[config.mk]
export PLATFORM = sky130hd
export DESIGN_NAME = ballot_controller
export DESIGN_NICKNAME = d
export VERILOG_FILES = /design/src/rtl/evm_pkg.sv /design/src/rtl/button_edge_detect.sv /design/src/rtl/ballot_controller.sv
export SDC_FILE = /design/constraint.sdc
export NUM_CORES = 1
export LEC_CHECK = 0
export ABC_AREA = 1
export BUFFER_PORTS_ARGS = -buffer_cell sky130_fd_sc_hd__clkbuf_2
export CAP_MARGIN = 10
export CORE_MARGIN = 2
export CORE_UTILIZATION = 45
export CTS_BUF_LIST = sky130_fd_sc_hd__clkbuf_16
export DETAILED_ROUTE_END_ITERATION = 12
export PLACE_DENSITY_LB_ADDON = 0.25
export SLEW_MARGIN = 20
export SYNTH_ARGS = -nofsm -noshare
export SYNTH_HDL_FRONTEND = slang
export SYNTH_SLANG_ARGS = --single-unit
[constraint.sdc]
create_clock -name clock -period 4.2 [get_ports clock]
set_clock_uncertainty 0.1 [all_clocks]
set_input_delay 0.21 -clock clock [delete_from_list [all_inputs] [get_ports clock]]
set_output_delay 0.21 -clock clock [all_outputs]
set_load 0.02 [all_outputs]
[src/rtl/evm_pkg.sv]
// Shared types and helpers for the voting-booth ballot controller.
package evm_pkg;

   localparam int unsigned NUM_CAND_DEF = 4;

   typedef enum logic [2:0] {
      ST_IDLE,
      ST_ARMED,
      ST_CAST,
      ST_HOLD,
      ST_RESULT
   } ballot_state_t;

   function automatic int unsigned popcount(input logic [31:0] v);
      int unsigned n;
      n = 0;
      for (int unsigned i = 0; i < 32; i++) n += 32'(v[i]);
      return n;
   endfunction

endpackage

[src/rtl/button_edge_detect.sv]
// Rising-edge detector for candidate buttons; history resets to all-ones so
// buttons already held at reset or arming never register as a press.
module button_edge_detect
   import evm_pkg::*;
#(
   parameter int unsigned NUM_CAND = NUM_CAND_DEF
) (
   input  logic                clock,
   input  logic                reset,
   input  logic [NUM_CAND-1:0] button,
   output logic [NUM_CAND-1:0] rise
);

   logic [NUM_CAND-1:0] button_q;

   always_ff @(posedge clock) begin
      if (reset) button_q <= '1;
      else       button_q <= button;
   end

   assign rise = button & ~button_q;

endmodule

[src/rtl/ballot_controller.sv]
// Booth ballot sequencer: arms one ballot, emits one one-hot vote pulse, then locks out.
// Optional ARMED abandon timer enabled by defining BALLOT_TIMEOUT_EN.
module ballot_controller
   import evm_pkg::*;
#(
   parameter int unsigned NUM_CAND    = NUM_CAND_DEF,
   parameter int unsigned CNT_W       = 8,
   parameter int unsigned LOCK_CYCLES = 16,
   parameter int unsigned TIMEOUT_CYC = 1024
) (
   input  logic                clock,
   input  logic                reset,
   input  logic                ballot_issue,
   input  logic                mode,
   input  logic [NUM_CAND-1:0] button,
   output logic [NUM_CAND-1:0] vote_pulse,
   output logic                log_mode,
   output logic                ballot_ready,
   output logic                busy,
   output logic [CNT_W-1:0]    total_votes,
   output logic                timeout_flag
);

   localparam int unsigned LOCK_W = $clog2(LOCK_CYCLES + 1);

   ballot_state_t       state;
   logic [NUM_CAND-1:0] rise;
   logic [LOCK_W-1:0]   lock_cnt;
   logic                valid_press;
   logic                timeout_hit;

   button_edge_detect #(.NUM_CAND(NUM_CAND)) u_edge (
      .clock  (clock),
      .reset  (reset),
      .button (button),
      .rise   (rise)
   );

   // Simultaneous multi-button edges are ambiguous and therefore discarded.
   assign valid_press = (popcount(32'(rise)) == 1);

`ifdef BALLOT_TIMEOUT_EN
   localparam int unsigned TMO_W = $clog2(TIMEOUT_CYC + 1);
   logic [TMO_W-1:0] tmo_cnt;

   assign timeout_hit = (tmo_cnt == TMO_W'(TIMEOUT_CYC - 1));

   always_ff @(posedge clock) begin
      if (reset || state != ST_ARMED || mode || valid_press || timeout_hit)
         tmo_cnt <= '0;
      else
         tmo_cnt <= tmo_cnt + 1'b1;
   end

   always_ff @(posedge clock) begin
      if (reset)
         timeout_flag <= 1'b0;
      else if (state == ST_ARMED && !mode && !valid_press && timeout_hit)
         timeout_flag <= 1'b1;
   end
`else
   assign timeout_hit  = 1'b0;
   // Constant 0 for any legal TIMEOUT_CYC; no timer exists in this build.
   assign timeout_flag = (TIMEOUT_CYC == 0);
`endif

   always_ff @(posedge clock) begin
      if (reset) begin
         state        <= ST_IDLE;
         vote_pulse   <= '0;
         log_mode     <= 1'b1;
         ballot_ready <= 1'b0;
         busy         <= 1'b0;
         total_votes  <= '0;
         lock_cnt     <= '0;
      end else begin
         case (state)
            ST_IDLE: begin
               if (mode) begin
                  state <= ST_RESULT;
               end else if (ballot_issue) begin
                  state        <= ST_ARMED;
                  ballot_ready <= 1'b1;
                  log_mode     <= 1'b0;
               end
            end
            ST_ARMED: begin
               if (mode) begin
                  state        <= ST_RESULT;
                  ballot_ready <= 1'b0;
                  log_mode     <= 1'b1;
               end else if (valid_press) begin
                  state        <= ST_CAST;
                  vote_pulse   <= rise;
                  ballot_ready <= 1'b0;
                  busy         <= 1'b1;
                  if (total_votes != '1) total_votes <= total_votes + 1'b1;
               end else if (timeout_hit) begin
                  state        <= ST_IDLE;
                  ballot_ready <= 1'b0;
                  log_mode     <= 1'b1;
               end
            end
            ST_CAST: begin
               state      <= ST_HOLD;
               vote_pulse <= '0;
               log_mode   <= 1'b1;
               lock_cnt   <= LOCK_W'(LOCK_CYCLES);
            end
            ST_HOLD: begin
               if (lock_cnt != '0) begin
                  lock_cnt <= lock_cnt - 1'b1;
               end else if (button == '0) begin
                  state <= ST_IDLE;
                  busy  <= 1'b0;
               end
            end
            ST_RESULT: begin
               if (!mode) state <= ST_IDLE;
            end
            default: begin
               state        <= ST_IDLE;
               vote_pulse   <= '0;
               log_mode     <= 1'b1;
               ballot_ready <= 1'b0;
               busy         <= 1'b0;
            end
         endcase
      end
   end

endmodule
* After elaboration in Yosys (flattened, before gate mapping)
Index checks and enable logic that the tools add are counted.
Word-level totals: bits in registers 27, latch bits 0, RAM bits 0, ROM bits 0, input port bits 8, output and inout bits 16, word-level logic and storage cells 79, memories kept 0
Operators by class: $add $sub $neg 5, multiply operators 0, div/mod/pow operators 0, magnitude comparators 0, equal/unequal tests 17, shift operators 0, muxes and demuxes 27, bitwise gates (word level) 7, reductions and logical operators 15
Operators with widths (count):
- 2-to-1 mux 3 bit | 7
- inequality test 2 bit, second input constant | 9
- case mux 3 bit (5 select lines) | 1
- AND reduction 4 bit | 3
- 2-to-1 mux 1 bit | 11
- case mux 5 bit (2 select lines) | 1
- AND reduction 5 bit | 2
- case mux 1 bit (3 select lines) | 3
- OR reduction 3 bit | 3
- adder 8 x 1 -> 8 bit, second input constant | 1
- 2-to-1 mux 4 bit | 2
- inequality test 8 bit, second input constant | 1
- case mux 4 bit (2 select lines) | 1
- equality test 3 x 2 -> 1 bit, second input constant | 2
- inequality test 3 bit, second input constant | 2
- 2-to-1 mux 5 bit | 1
- inverter 1 bit | 5
- nonzero test 5 bit | 1
- subtractor 5 x 1 -> 5 bit, second input constant | 1
- adder 3 x 1 -> 4 bit | 1
- AND 4 bit | 1
- equality test 4 x 1 -> 1 bit, second input constant | 1
- zero test 4 bit | 1
- inverter 4 bit | 1
- other kinds (9) | 9

* Depth between registers and ports, before layout
depth after elaboration 9, gate-level depth with buffers 15, mapped depth without buffers 14

* Cells and area by module
A second synthesis with hierarchy kept.
Unflattened totals: cell total of the unflattened synthesis 227, area, all modules 1514.0 µm²
By module, submodules not included:
- ballot_controller | times used 1, cells an instance 210, area an instance 1375.1 µm², sequential area each 460.4 µm²
- button_edge_detect | times used 1, cells an instance 17, area an instance 138.9 µm², sequential area each 80.1 µm²

* Worst setup path before layout
No wires, ideal clock.
kind flip-flop to flip-flop, from register u_edge.button_q[1], to register total_votes[7], library setup time 0.113 ns, data arrival time 2.322 ns, required time 3.987 ns, path slack 1.665 ns, cell stages (with the launch flop) 15, path buffers 1, clock period less this slack 2.535 ns, cell sequence dfxtp_1 or2_2 fa_1 inv_1 ha_1 ha_1 inv_1 nand3_1 nor2_1 nand3_2 buf_6 nor2_1 nand2_1 nand2_1 nor2_1
On the way: word-level cells in the longest chain between the ends 7
Ends and longest elaborated chain:
- from (decl) | line button_edge_detect.sv:14 | logic [NUM_CAND-1:0] button_q;
- from (signal assigned) | line button_edge_detect.sv:18 | else button_q <= button;
- inverter 4 bit | line button_edge_detect.sv:21 | assign rise = button & ~button_q;
- AND 4 bit | line button_edge_detect.sv:21
- adder 1 x 1 -> 2 bit | line evm_pkg.sv:17 | for (int unsigned i = 0; i < 32; i++) n += 32'(v[i]);
- adder 2 x 1 -> 3 bit | line evm_pkg.sv:17
- adder 3 x 1 -> 4 bit | line evm_pkg.sv:17
- equality test 4 x 1 -> 1 bit | line ballot_controller.sv:40 | assign valid_press = (popcount(32'(rise)) == 1);
- AND reduction 4 bit (no line)
- to (signal assigned) | line ballot_controller.sv:97 | if (total_votes != '1) total_votes <= total_votes + 1'b1;
- to (decl) | line ballot_controller.sv:20 | output logic [CNT_W-1:0] total_votes,
Every way passes these cells. A chain may end at the register's enable or synchronous reset.

* Worst setup path in the final report
from register u_edge.button_q[1], to register total_votes[2]
Same word-level chain as after synthesis.

==> results.cfg <==
[layout]
final_cell_mix = nand2_1, nor2_1, inv_1
utilization_pct = 54.55
n_fill_cell = 330
area_growth_pct = 14.02
layout_commonest_cell = nand2_1
nets = 251
fin_area_mm2 = 0.001679
drive_above_1_share_pct = 14.83
antennaDiodeCount = 0

[die]
die_width_um = 61.21
die_area_mm2 = 0.003746
rows = 20
start_util_pct = 47.85
die_height_um = 61.21
core_mm2 = 0.003078
pin_count = 24

[route]
dr.pass1.iters = 4
drc = 0
via_count = 1332
wl_per_cell_um = 10.49
wl_um = 2937
drt-vias-per-instance = 4.757
ant_nets = 0
drt_iter0_drc = 56

[clocking]
cts-root-buf = clkbuf_16
cts_tree = yes
cts_setup_buffers = 0
htree_levels = 1
cts_buffers = 3
clk_pin_slew_ps = 70
clk_latency_ps = 260
cts.sink_count = 27
hold_buffers = 0
cts_resized = 0
cts.path.max_buffers = 2

[placed_design]
place_ws_ps = 1427
portBuffers = 22
placed_area_mm2 = 0.001597
dp_hpwl_um = 2175
place_congestion = 0.8354

[power]
intPower_uw = 484.5
power_frac_seq_pct = 42.0
ir_worst_vdd_mv = 0.1709
p_comb_share_pct = 28.0
switchingPower_uw = 252.0
powerDensity_mw_per_mm2 = 438.7
p_clk_share_pct = 30.0
switching_share_pct = 34.22
p_leak_uw = 0.0008094

[timing]
finalCritPeriodShare_pct = 65.03
setup_ws_ps = 1469
setup_viol = 0
hold_viol = 0
rsz0062_at_grt = false
period_needed_ps = 2731
setup_tns_ps = 0
fmax_mhz = 366.1
hold-worst-slack_ps = 41.33
slew_violations = 0

[worst_setup_path]
rr_endpoint = total_votes[2]$_SDFFE_PP0P_
cp_common_cell = inv_1
critPathMaxFanout = 11
critPathMaxStageDelay_ps = 530
timing.critical_path.arrival_ps = 2790
critPathBufInv = 3
critical_path_class = register to register
critical_path.startpoint = u_edge.button_q[1]$_SDFF_PP1_
crit_chain = or2_2 -> fa_1 -> inv_1 -> ha_1 -> ha_1 -> inv_1 -> nand3_1 -> nor2_1 -> nand3_2 -> inv_1 -> nand3_1 -> nand2_1 -> nor2_1
cp_top_family = simple AND/OR/NAND/NOR gates
start_kind = register
crit_cells = 13
r2r_cells = 13
crit_path_top_delay_cell = fa_1
reg2reg_from = u_edge.button_q[1]$_SDFF_PP1_
end_kind = register
regToRegSetupSlack_ps = 1470
crit_end = total_votes[2]$_SDFFE_PP0P_
required_ps = 4260

[synthesis]
yosysWarnings = 0
synth_top_cell_by_area = dfxtp_1
synth_area_per_cell_um2 = 6.850
synth-seq-cells = 27
synth.cell_area_mm2 = 0.001473
synthCells = 215
synth_nets = 229
ys_types = 28
synth_top_area_share_pct = 36.70
synth_area_leaders = dfxtp_1, nand2_1, nor2_1, inv_1, nand3_1
ys_seq_area_share_pct = 36.70

[hold_path]
hp-class = input pin to register

[grt]
grt_pass1_wl_um = 5016
overflow = 0
antenna_found_initial = 0
grt_pass1_vias = 1216
grt_usage_pct = 17.93
grt_max_degree = 17

[run_status]
outcome = finished, final reports clean

[run]
max_cap_viol_count = 0
[flip-flops by register name, indices dropped and copies added, names as in the netlist]
signal,count
u_edge.button_q,4
ballot_ready,1
busy,1
total_votes,8
log_mode,1
state,3
vote_pulse,4
lock_cnt,5
[layer usage]
layer  global-route usage, %  routed length, um
met1                   22.54               1433
met3                   4.202                143
met2                   29.79               1312
met4                   6.832                 47
met5                       0                  0
[power by group through the flow]
| stage | Combinational [uW] | Clock, uW | Sequential, uW |
|---|---|---|---|
| final | 206 | 221 | 310 |
| after global routing | 238 | 237 | 314 |
| after CTS | 208 | 226 | 310 |
| after detailed placement | 206 | 0 | 315 |
| after global placement | 205 | 0 | 315 |
| after floorplan | 152 | 0 | 325 |
[worst min-delay path, cell delays in order]
cell and delay (ps):
clkbuf_2 90, inv_1 40, nand2_1 40
[worst min-delay path by stage]
stage	startpoint	to	slack, ps	cells after the start
finish	button[1]	u_edge.button_q[1]$_SDFF_PP1_	40	3
global route	button[1]	u_edge.button_q[1]$_SDFF_PP1_	60	3
floorplan	reset	state[2]$_SDFFE_PP0P_	190	1
CTS	button[1]	u_edge.button_q[1]$_SDFF_PP1_	40	3
detailed placement	button[1]	u_edge.button_q[1]$_SDFF_PP1_	310	3
global placement	button[0]	u_edge.button_q[0]$_SDFF_PP1_	310	3
[cell type report]
cell class                 count  area, um2  area share (%)
clock inverter                 1      7.507          0.4471
inverter                      28      105.1           6.259
clock buffer                   3      75.07           4.471
multi-input combinational    155      785.8           46.80
tap                           44      55.05           3.279
timing repair buffer          22      110.1           6.557
sequential                    27      540.5           32.19
[logic make-up (layout without fill, tap and decap cells)]
kind of cell | count (synthesis) | after routing | share of synthesized area [%]
AOI/OAI and AO/OA | 28 | 28 | 10.20
DFF | 27 | 27 | 36.70
adders and majority gates | 6 | 6 | 5.608
other | 1 | 1 | 0.2546
and+or+nand+nor | 117 | 117 | 35.51
buffers and inverters | 33 | 54 | 9.940
xor gates and xnor gates | 3 | 3 | 1.785
[stage by stage]
step                instances  power [uW]
floorplan                 215       477.2
global placement          276       520.8
detailed placement        276       521.6
CTS                       280       743.5
global route              280       789.3
finish                    280       736.6
[cell usage after synthesis]
library cell  instances
nand3_2               1
buf_4                 2
o22ai_1               1
nand2_1              48
nor3b_1               1
a2111oi_0             1
inv_1                28
nor2_4                1
nor3_1                3
fa_1                  1
nor2_1               34
clkbuf_1              1
nand2_4               1
a21boi_0              1
nand4_1               2
dfxtp_1              27
nand3_1              20
xor2_1                3
o21bai_1              1
or2_2                 4
ha_1                  5
buf_6                 2
nand2_2               1
a21oi_1              19
conb_1                1
o21ai_1               1
nor3_4                1
o21ai_0               4
Note: power is estimated with default switching activity, not from simulation.
